File: src/rtl/hazard_dest_tracker.sv
// Write-back destination pipeline (ID/EX, EX/MEM, MEM/WB) with load-use stall detection.
// Optional macro MEM_WAIT_EN: freeze the pipeline while a load in EX/MEM waits on mem_ready.
module hazard_dest_tracker #(
  parameter int unsigned ADDR_W = 5,
  parameter int unsigned CNT_W  = 16
) (
  input  logic              clk_i,
  input  logic              rst_i,
  input  logic [ADDR_W-1:0] IFIDrsaddr,
  input  logic [ADDR_W-1:0] IFIDrtaddr,
  input  logic              id_uses_rt,
  input  logic              id_regwrite,
  input  logic              id_memread,
  input  logic [ADDR_W-1:0] id_regdst,
  input  logic              flush_i,
  input  logic              mem_ready,
  output logic              IDEXmemread,
  output logic [ADDR_W-1:0] IDEXregdst,
  output logic              EXMEMregwrite,
  output logic [ADDR_W-1:0] EXMEMregdst,
  output logic              MEMWBregwrite,
  output logic [ADDR_W-1:0] MEMWBregdst,
  output logic              stall_o,
  output logic [CNT_W-1:0]  stall_cnt
);

  localparam logic [CNT_W-1:0] CNT_MAX = {CNT_W{1'b1}};

  logic              idex_rw_q,  idex_rw_d;
  logic              idex_mr_q,  idex_mr_d;
  logic [ADDR_W-1:0] idex_dst_q, idex_dst_d;
  logic              exmem_rw_q,  exmem_rw_d;
  logic [ADDR_W-1:0] exmem_dst_q, exmem_dst_d;
  logic              memwb_rw_q,  memwb_rw_d;
  logic [ADDR_W-1:0] memwb_dst_q, memwb_dst_d;
  logic [CNT_W-1:0]  cnt_q, cnt_d;

  logic luh_c;
  logic freeze_c;
  logic stall_c;

`ifdef MEM_WAIT_EN
  logic exmem_mr_q, exmem_mr_d;

  assign freeze_c = exmem_mr_q & ~mem_ready;
`else
  logic unused_mem_ready;

  assign unused_mem_ready = mem_ready;
  assign freeze_c         = 1'b0;
`endif

  // Load in ID/EX whose nonzero destination is read by the ID instruction.
  always_comb begin
    luh_c = 1'b0;
    if (idex_mr_q && (idex_dst_q != '0)) begin
      luh_c = (idex_dst_q == IFIDrsaddr) ||
              (id_uses_rt && (idex_dst_q == IFIDrtaddr));
    end
  end

  // Freeze overrides flush; flush suppresses a load-use stall.
  always_comb begin
    stall_c = 1'b0;
    if (!rst_i) begin
      stall_c = freeze_c | (luh_c & ~flush_i);
    end
  end

  assign stall_o = stall_c;

  // Next-state for stage registers and stall counter.
  always_comb begin
    idex_rw_d   = id_regwrite;
    idex_mr_d   = id_memread;
    idex_dst_d  = id_regdst;
    exmem_rw_d  = idex_rw_q;
    exmem_dst_d = idex_dst_q;
    memwb_rw_d  = exmem_rw_q;
    memwb_dst_d = exmem_dst_q;
    cnt_d       = cnt_q;
`ifdef MEM_WAIT_EN
    exmem_mr_d  = idex_mr_q;
`endif

    if (freeze_c) begin
      idex_rw_d   = idex_rw_q;
      idex_mr_d   = idex_mr_q;
      idex_dst_d  = idex_dst_q;
      exmem_rw_d  = exmem_rw_q;
      exmem_dst_d = exmem_dst_q;
      memwb_rw_d  = memwb_rw_q;
      memwb_dst_d = memwb_dst_q;
`ifdef MEM_WAIT_EN
      exmem_mr_d  = exmem_mr_q;
`endif
    end else if (flush_i || luh_c) begin
      idex_rw_d  = 1'b0;
      idex_mr_d  = 1'b0;
      idex_dst_d = '0;
    end

    if (stall_c && (cnt_q != CNT_MAX)) begin
      cnt_d = cnt_q + CNT_W'(1);
    end
  end

  always_ff @(posedge clk_i or posedge rst_i) begin
    if (rst_i) begin
      idex_rw_q   <= 1'b0;
      idex_mr_q   <= 1'b0;
      idex_dst_q  <= '0;
      exmem_rw_q  <= 1'b0;
      exmem_dst_q <= '0;
      memwb_rw_q  <= 1'b0;
      memwb_dst_q <= '0;
      cnt_q       <= '0;
`ifdef MEM_WAIT_EN
      exmem_mr_q  <= 1'b0;
`endif
    end else begin
      idex_rw_q   <= idex_rw_d;
      idex_mr_q   <= idex_mr_d;
      idex_dst_q  <= idex_dst_d;
      exmem_rw_q  <= exmem_rw_d;
      exmem_dst_q <= exmem_dst_d;
      memwb_rw_q  <= memwb_rw_d;
      memwb_dst_q <= memwb_dst_d;
      cnt_q       <= cnt_d;
`ifdef MEM_WAIT_EN
      exmem_mr_q  <= exmem_mr_d;
`endif
    end
  end

  // ID/EX regwrite is tracked only so it can flow into EX/MEM.
  assign IDEXmemread   = idex_mr_q;
  assign IDEXregdst    = idex_dst_q;
  assign EXMEMregwrite = exmem_rw_q;
  assign EXMEMregdst   = exmem_dst_q;
  assign MEMWBregwrite = memwb_rw_q;
  assign MEMWBregdst   = memwb_dst_q;
  assign stall_cnt     = cnt_q;

endmodule

File: config.mk
export PLATFORM = sky130hd
export DESIGN_NAME = hazard_dest_tracker
export DESIGN_NICKNAME = d
export VERILOG_FILES = /design/src/rtl/hazard_dest_tracker.sv
export SDC_FILE = /design/constraint.sdc
export NUM_CORES = 1
export LEC_CHECK = 0
export BUFFER_PORTS_ARGS = -buffer_cell sky130_fd_sc_hd__clkbuf_2
export CAP_MARGIN = 20
export CORE_MARGIN = 2
export CORE_UTILIZATION = 35
export DETAILED_ROUTE_END_ITERATION = 7
export MAX_ROUTING_LAYER = met4
export PLACE_DENSITY_LB_ADDON = 0.3
export SLEW_MARGIN = 20
export SYNTH_ARGS = -nofsm -noshare
export SYNTH_HDL_FRONTEND = slang
export SYNTH_SLANG_ARGS = --single-unit
File: constraint.sdc
create_clock -name clk_i -period 2.4 [get_ports clk_i]
set_input_delay 0.48 -clock clk_i [delete_from_list [all_inputs] [get_ports clk_i]]
set_output_delay 0.48 -clock clk_i [all_outputs]
set_load 0.1 [all_outputs]
* Yosys cells after proc, flatten, opt, wreduce, memory -nomap -nowiden
Index checks and enable logic that the tools add are counted.
** Cells by class
- Muxes and demuxes :: 5
- Reduce and logical (&&, ||, !) cells :: 6
- Bitwise operators :: 2
- Equality and inequality tests :: 3
- Add/sub/neg operators :: 1
** Operators with widths (number)
- adder 16 x 1 -> 16 bit (second input constant) :: 1
- != test 16 bit (second input constant) :: 1
- equality test 5 bit :: 2
- two-way mux 5 bit :: 1
- nonzero test 5 bit :: 1
- two-way mux 1 bit :: 4
- logical AND 1 bit :: 3
- logical OR 1 bit :: 2
- bitwise AND 1 bit :: 1
- NOT 1 bit :: 1
** Word-level totals
- Output and inout port bits :: 35
- Register bits after elaboration :: 35
- Word-level logic and storage cells :: 25
- Bits of input ports :: 22

* Logic depth before layout (Yosys ltp)
Gate-level depths: netlist of run 1.
- Depth after elaboration :: 7
- Mapped depth :: 6
- Gate-level depth less buffers :: 6

* Worst setup path before layout of run 1
Ideal clock, no wire load.
- Kind :: reg-to-output
- Start point :: register idex_dst_q[0] (netlist: IDEXregdst[0])
- End point :: output stall_o
- Cell stages (with the launch flop) :: 6
- Data required time :: 1920 ps
- Buffers on the path :: 1
- Arrival :: 2599 ps
- Setup slack :: -679 ps
- Cell sequence :: dfrtp_1 xnor2_1 nand3_1 o22ai_4 buf_4 and2_1
** On the way
- Longest elaborated chain between the ends :: 6
- Elaborated cells between the ends (all ways) :: 9
- Those cells by class :: eq/ne: 2; mux: 2; bitwise: 1; reduce/logical: 4
** Ends and longest elaborated chain
- start, declared :: line 31 : logic [ADDR_W-1:0] idex_dst_q, idex_dst_d;
- start signal, assigned :: line 124 : idex_dst_q <= idex_dst_d;
- equality test 5 bit :: line 58 : (id_uses_rt && (idex_dst_q == IFIDrtaddr));
- logical AND 1 bit :: line 58
- logical OR 1 bit :: line 57 : luh_c = (idex_dst_q == IFIDrsaddr) ||
- two-way mux 1 bit (*) :: line 56 : if (idex_mr_q && (idex_dst_q != '0)) begin
- bitwise AND 1 bit (*) :: line 66 : stall_c = freeze_c | (luh_c & ~flush_i);
- two-way mux 1 bit (*) :: line 65 : if (!rst_i) begin
- end, declared :: line 23 : output logic stall_o,
Mark *: on every way between the ends. The rest lies on a longest branch, timed or not.

* Worst setup path after layout of run 1
- Start point :: register idex_dst_q[3] (netlist: IDEXregdst[3])
- End point :: output stall_o
Same word-level chain as after synthesis.

==> impl_metrics.toml, run 1 <==
[status]
status = "finished clean"

[logic_synthesis]
synth_area_leaders = "dfrtp_1, xnor2_1, nand4_1"
syn_area_sq_um = 1550
yosys_warnings = 0
synthCells = 125
ys_seq_area_frac = 0.567
yosys.cell_types.count = 25
synth_nets = 148
synth.largest_area_cell = "dfrtp_1"
postSynthAreaPerCell_sq_um = 12.4
yosysTopAreaCellShare = 0.567
yosys_register_bits = 35

[floorplan]
die_y_um = 70.4
die_area_sq_um = 4960
ios = 57
floorplan.initialDensity = 0.360
rows = 24
core_sq_um = 4290
die_w_um = 70.4

[setup_path]
rr_worst_depth = 6
r2r_slack_ps = 400
critical_path_class = "reg2out"
crit_path_cell_trace = "or4_4 -> o21ai_4 -> nor3_4 -> and2_4 -> buf_12"
slowest_stage = "or4_4"
cp-start-kind = "flop"
cp.arrival_ps = 1870
timing.rr.end = "stall_cnt[1]$_DFFE_PP0P_"
cp-end-kind = "primary output"
required_ps = 1920
cp_max_fo = 3
max_stage_delay_ps = 550
worstSetupStartpoint = "IDEXregdst[3]$_DFF_PP0_"
reg2reg_from = "IDEXregdst[3]$_DFF_PP0_"

[job]
drv_cap = 0

[place]
placed_area_sq_um = 1930
gp_congestion = 0.847
port_buffers = 55
hpwl_mm = 2.53
dp.cells = 233

[power_and_ir_drop]
power_frac_seq = 0.445
vdd_drop_max_uv = 232
combPwrFrac = 0.189
p_leak_nw = 1.00
p_int_uw = 980
p_switching_uw = 430
power_density_nw_per_um2 = 671
swShare = 0.305
clockPowerShare = 0.366

[sta]
rsz0062_at_grt = "no"
finalClockSkew_ps = 4.10
slew_viol_final = 0
relSlewSlack = 0.633
worstMarginPinSlew_ps = 553
setup_viol_count_final = 0
fin_crit_ps = 2350
max_freq_mhz = 426
fin_crit_sh = 0.977
final.setup.tns_ps = 0
hold_violations = 0

[routing]
drc = 0
wl_per_cell_um = 13.5
ant_nets = 0
firstDrtPassIters = 4
routed_wl_mm = 3.34
num_vias = 1213
initialDrtViolationCount = 65
viasPerCell = 4.89

[final_layout]
final_cell_mix = "clkbuf_2, dfrtp_1, xnor2_1, nand4_1, buf_4"
nNetsFinal = 218
n_antenna_cell = 0
layout.cells.non_filler = 248
multi_input_area_sq_um = 668
fillers = 384
regArea_sq_um = 892
drive_gt1_frac = 0.464
layout_commonest_cell = "clkbuf_2"
fin_area_sq_um = 2100
area_delta_synth_final_pct = 36.1

[grt]
grt-ovfl-total = 0
grt_pass1_vias = 1205
grt_pass1_wl_mm = 5.71
grt_antenna_before_repair = 0
track_usage = 0.153
grt_start_max_net_pins = 24

[clock_tree]
cts_sinks = 35
path_clk_slew_ps = 70
insertion_delay_ps = 280
cts_tree = "built"
cts_buffers = 5
cts_buffer_depth = 2
htreeDepth = 2
root_buffer = "clkbuf_8"

[hold_path]
hp-class = "in2async"
-- cell usage after synthesis --
cell type / count
nand4_1: 11
dfrtp_1: 35
nand3_2: 4
and4_1: 1
a21oi_2: 1
inv_1: 2
o21ai_4: 1
nor4_2: 1
nand3_1: 7
nor2_2: 2
ha_1: 1
nor4b_1: 1
and4_4: 1
nor4_1: 1
nor2_1: 2
and3_1: 8
o22ai_4: 1
nor3_1: 3
or4_4: 1
nand2_1: 4
xnor2_1: 25
o21a_1: 1
mux2_1: 1
and2_1: 9
buf_4: 1
-- per-stage QoR --
| stage | worst slack [ps] | power, mW | hold WS (ps) | util |
|---|---|---|---|---|
| after floorplan | 14.6 | 0.841 | 331 | - |
| after global placement | 213 | 0.893 | 334 | 0.448 |
| after detailed placement | 184 | 0.897 | 336 | 0.448 |
| after CTS | 15.2 | 1.43 | 259 | 0.481 |
| after global routing | 2.07 | 1.48 | 304 | 0.490 |
| final | 54.9 | 1.41 | 258 | 0.490 |
-- sequential cells by signal, summed over array words and instances (netlist names) --
register and flops:
EXMEMregwrite 1, MEMWBregwrite 1, exmem_rw_d 1, IDEXmemread 1, EXMEMregdst 5, IDEXregdst 5
MEMWBregdst 5, stall_cnt 16
-- power by group through the flow --
stage	clock network [mW]	registers, mW	logic [mW]
after floorplan	0	0.784	0.0564
after global placement	0	0.642	0.251
after detailed placement	0	0.643	0.255
after CTS	0.535	0.629	0.263
after global routing	0.572	0.631	0.279
final	0.516	0.628	0.266
-- routing by layer --
metal | GRT usage | vias up | part of all wire
met5 | - | - | 0
met4 | 0.0855 | 0 | 0.019
met3 | 0.0447 | 7 | 0.043
met2 | 0.226 | 36 | 0.50
met1 | 0.188 | 590 | 0.43
li1 | - | 580 | -
-- worst max-delay path by stage --
stage	end	slack [ps]
2_1_floorplan	stall_o	10
3_3_place_gp	stall_o	210
3_5_place_dp	stall_o	180
4_1_cts	stall_o	20
5_1_grt	stall_o	2
6_report	stall_o	50
-- area by class of cell --
| type | instances | area share |
|---|---|---|
| clock buffers | 5 | 0.0327 |
| well taps | 52 | 0.0309 |
| clock inverters | 3 | 0.0208 |
| repair buffers | 64 | 0.170 |
| flip-flops and latches | 35 | 0.424 |
| multi-input cells | 87 | 0.318 |
| inverters | 2 | 0.00357 |
-- cells by family after synthesis --
group | share of synthesized area
simple gates | 0.232
flops | 0.567
xor+xnor | 0.142
compound gates | 0.0340
buf+inv | 0.00972
mux | 0.00729
fa+ha+maj | 0.00810
-- critical path, delay by kind of cell (launching register included) --
family | cells | cell delay (ps)
compound gates | 1 | 180
buf+inv | 1 | 160
simple gates | 3 | 760
flops | 1 | 480
-- repair_timing --
item                                    4_1_cts  5_1_grt
resized for setup                             2        1
endpoints found under the setup margin        1        1
buffers inserted                              3        4
hold buffers                                  0        0
pin swaps                                     2        4
(Power assumes the default switching activity.)
==> run 2, diff against run 1 <==
CAP_MARGIN = unset   (was 20)
CELL_PAD_IN_SITES_DETAIL_PLACEMENT = 1   (was unset)
CELL_PAD_IN_SITES_GLOBAL_PLACEMENT = 1   (was unset)
==> run 2 against run 1 <==
Sequential cell count unchanged. Utilization shrank 1.2 points. Die area unchanged. Register-to-register slack barely moved. Non-clock buffer count fell by 2. Clock power down 22%. Setup slack better by 6.3 ps. Critical endpoint unchanged.
==> impl_metrics.toml, run 2 (synthesized netlist as in run 1, its figures left out) <==
[status]
status = "finished clean"

[sta]
fin_crit_ps = 2340
max_freq_mhz = 428
slew_viol_final = 0
rsz0062_at_grt = "no"
final.setup.tns_ps = 0
worstMarginPinSlew_ps = 809
hold_violations = 0
relSlewSlack = 0.460
setup_viol_count_final = 0
fin_hold_ws_ps = 349
fin_crit_sh = 0.974
finalClockSkew_ps = 3.17

[floorplan]
rows = 24
die_w_um = 70.4
floorplan.initialDensity = 0.360
core_sq_um = 4290
die_y_um = 70.4
die_area_sq_um = 4960
ios = 57

[setup_path]
cp-end-kind = "primary output"
required_ps = 1920
timing.rr.end = "stall_cnt[1]$_DFFE_PP0P_"
cp_max_fo = 3
cp-start-kind = "flop"
r2r_slack_ps = 390
worstSetupEndpoint = "stall_o"
critical_path_class = "reg2out"
cp.arrival_ps = 1860
rr_worst_depth = 7
reg2reg_from = "IDEXregdst[2]$_DFF_PP0_"
worstSetupStartpoint = "IDEXregdst[3]$_DFF_PP0_"

[clock_tree]
root_buffer = "clkbuf_8"
cts_buffer_depth = 2
cts_buffers = 5
htreeDepth = 2
hold_buffers = 0
cts_tree = "built"
cts_sinks = 35
insertion_delay_ps = 280
path_clk_slew_ps = 70

[grt]
grt_pass1_vias = 1330
grt_start_max_net_pins = 22
track_usage = 0.179
grt_antenna_before_repair = 0
grt_pass1_wl_mm = 6.63
grt-ovfl-total = 0

[routing]
initialDrtViolationCount = 54
ant_nets = 0
num_vias = 1245
dr_wl_met3_um = 172
viasPerCell = 5.06
routed_wl_mm = 3.96
wl_per_cell_um = 16.1
firstDrtPassIters = 4
routed.top_layer = "met4"
wl_met2_mm = 2.11
drt-met1-wl_mm = 1.63
drc = 0

[final_layout]
area_delta_synth_final_pct = 32.7
regArea_sq_um = 892
layout_commonest_cell = "clkbuf_2"
fin_area_sq_um = 2050
nNetsFinal = 216
largest_reg_flops = 16
n_antenna_cell = 0
fillers = 478
final_cell_mix = "clkbuf_2, dfrtp_1, xnor2_1, nand4_1"
drive_gt1_frac = 0.448
multi_input_area_sq_um = 662

[power_and_ir_drop]
p_switching_uw = 424
power_frac_seq = 0.485
p_leak_nw = 0.973
swShare = 0.327
power.total_mw = 1.30
clockPowerShare = 0.310
combPwrFrac = 0.205
vdd_drop_max_uv = 227
p_int_uw = 874
power_density_nw_per_um2 = 633

[place]
gp_congestion = 0.848
port_buffers = 55
hpwl_mm = 3.08
placed_area_sq_um = 1930

[hold_path]
hp-class = "reg2reg"

[job]
drv_cap = 0
==> run 2: cell types whose count changed in the layout (fill, tap and decap cells not counted), sizes merged <==
cell / change
clkinv: -1
buf: -2
bufinv: -1
clkbuf: +2
==> run 2: worst min path at each step <==
| stage | startpoint | to | slack, ps | cells past startpoint |
|---|---|---|---|---|
| finish | exmem_rw_d$_DFF_PP0_ | EXMEMregwrite$_DFF_PP0_ | 350 | 0 |
| global route | exmem_rw_d$_DFF_PP0_ | EXMEMregwrite$_DFF_PP0_ | 360 | 0 |
| CTS | exmem_rw_d$_DFF_PP0_ | EXMEMregwrite$_DFF_PP0_ | 350 | 0 |
| detailed placement | exmem_rw_d$_DFF_PP0_ | EXMEMregwrite$_DFF_PP0_ | 340 | 0 |
| global placement | exmem_rw_d$_DFF_PP0_ | EXMEMregwrite$_DFF_PP0_ | 340 | 0 |
| floorplan | exmem_rw_d$_DFF_PP0_ | EXMEMregwrite$_DFF_PP0_ | 330 | 0 |
==> run 2: layer usage <==
layer,vias to the layer above,global-route usage
met2,33,0.295
met1,631,0.213
met5,-,-
li1,577,-
met3,4,0.0534
met4,0,0.0491
==> run 2: what timing repair did <==
action                     4_1_cts  5_1_grt
pin swaps                        2        1
resized for setup                1        1
setup buffers                    4        0
setup endpoints to repair        1        1
==> run 2: area by class of cell <==
cell class,instances,area share
sequential,35,0.435
multi-input combinational,87,0.323
timing repair buffer,62,0.167
clock buffer,7,0.0372
tap,52,0.0317
inverter,2,0.00366
clock inverter,1,0.00244
==> run 2: worst max-delay path: stages, from the launching register on <==
cell and delay, ps:
dfrtp_4 470, or4_4 540, o21ai_4 150, nor3_2 70, and2_4 180, buf_12 160
==> run 2: metrics by stage <==
step           utilization  setup slack [ps]  std cells
5_1_grt              0.478              10.5        246
4_1_cts              0.476              18.7        246
2_1_floorplan            -              14.6        125
6_report             0.478              61.2        246
3_3_place_gp         0.450               208        234
3_5_place_dp         0.450               202        234
==> run 2: power groups by stage <==
stage / sequential (mW) / combinational, mW / clock, mW
5_1_grt: 0.633 / 0.279 / 0.442
3_3_place_gp: 0.642 / 0.255 / 0
6_report: 0.629 / 0.266 / 0.402
4_1_cts: 0.630 / 0.268 / 0.414
3_5_place_dp: 0.645 / 0.259 / 0
2_1_floorplan: 0.784 / 0.0564 / 0
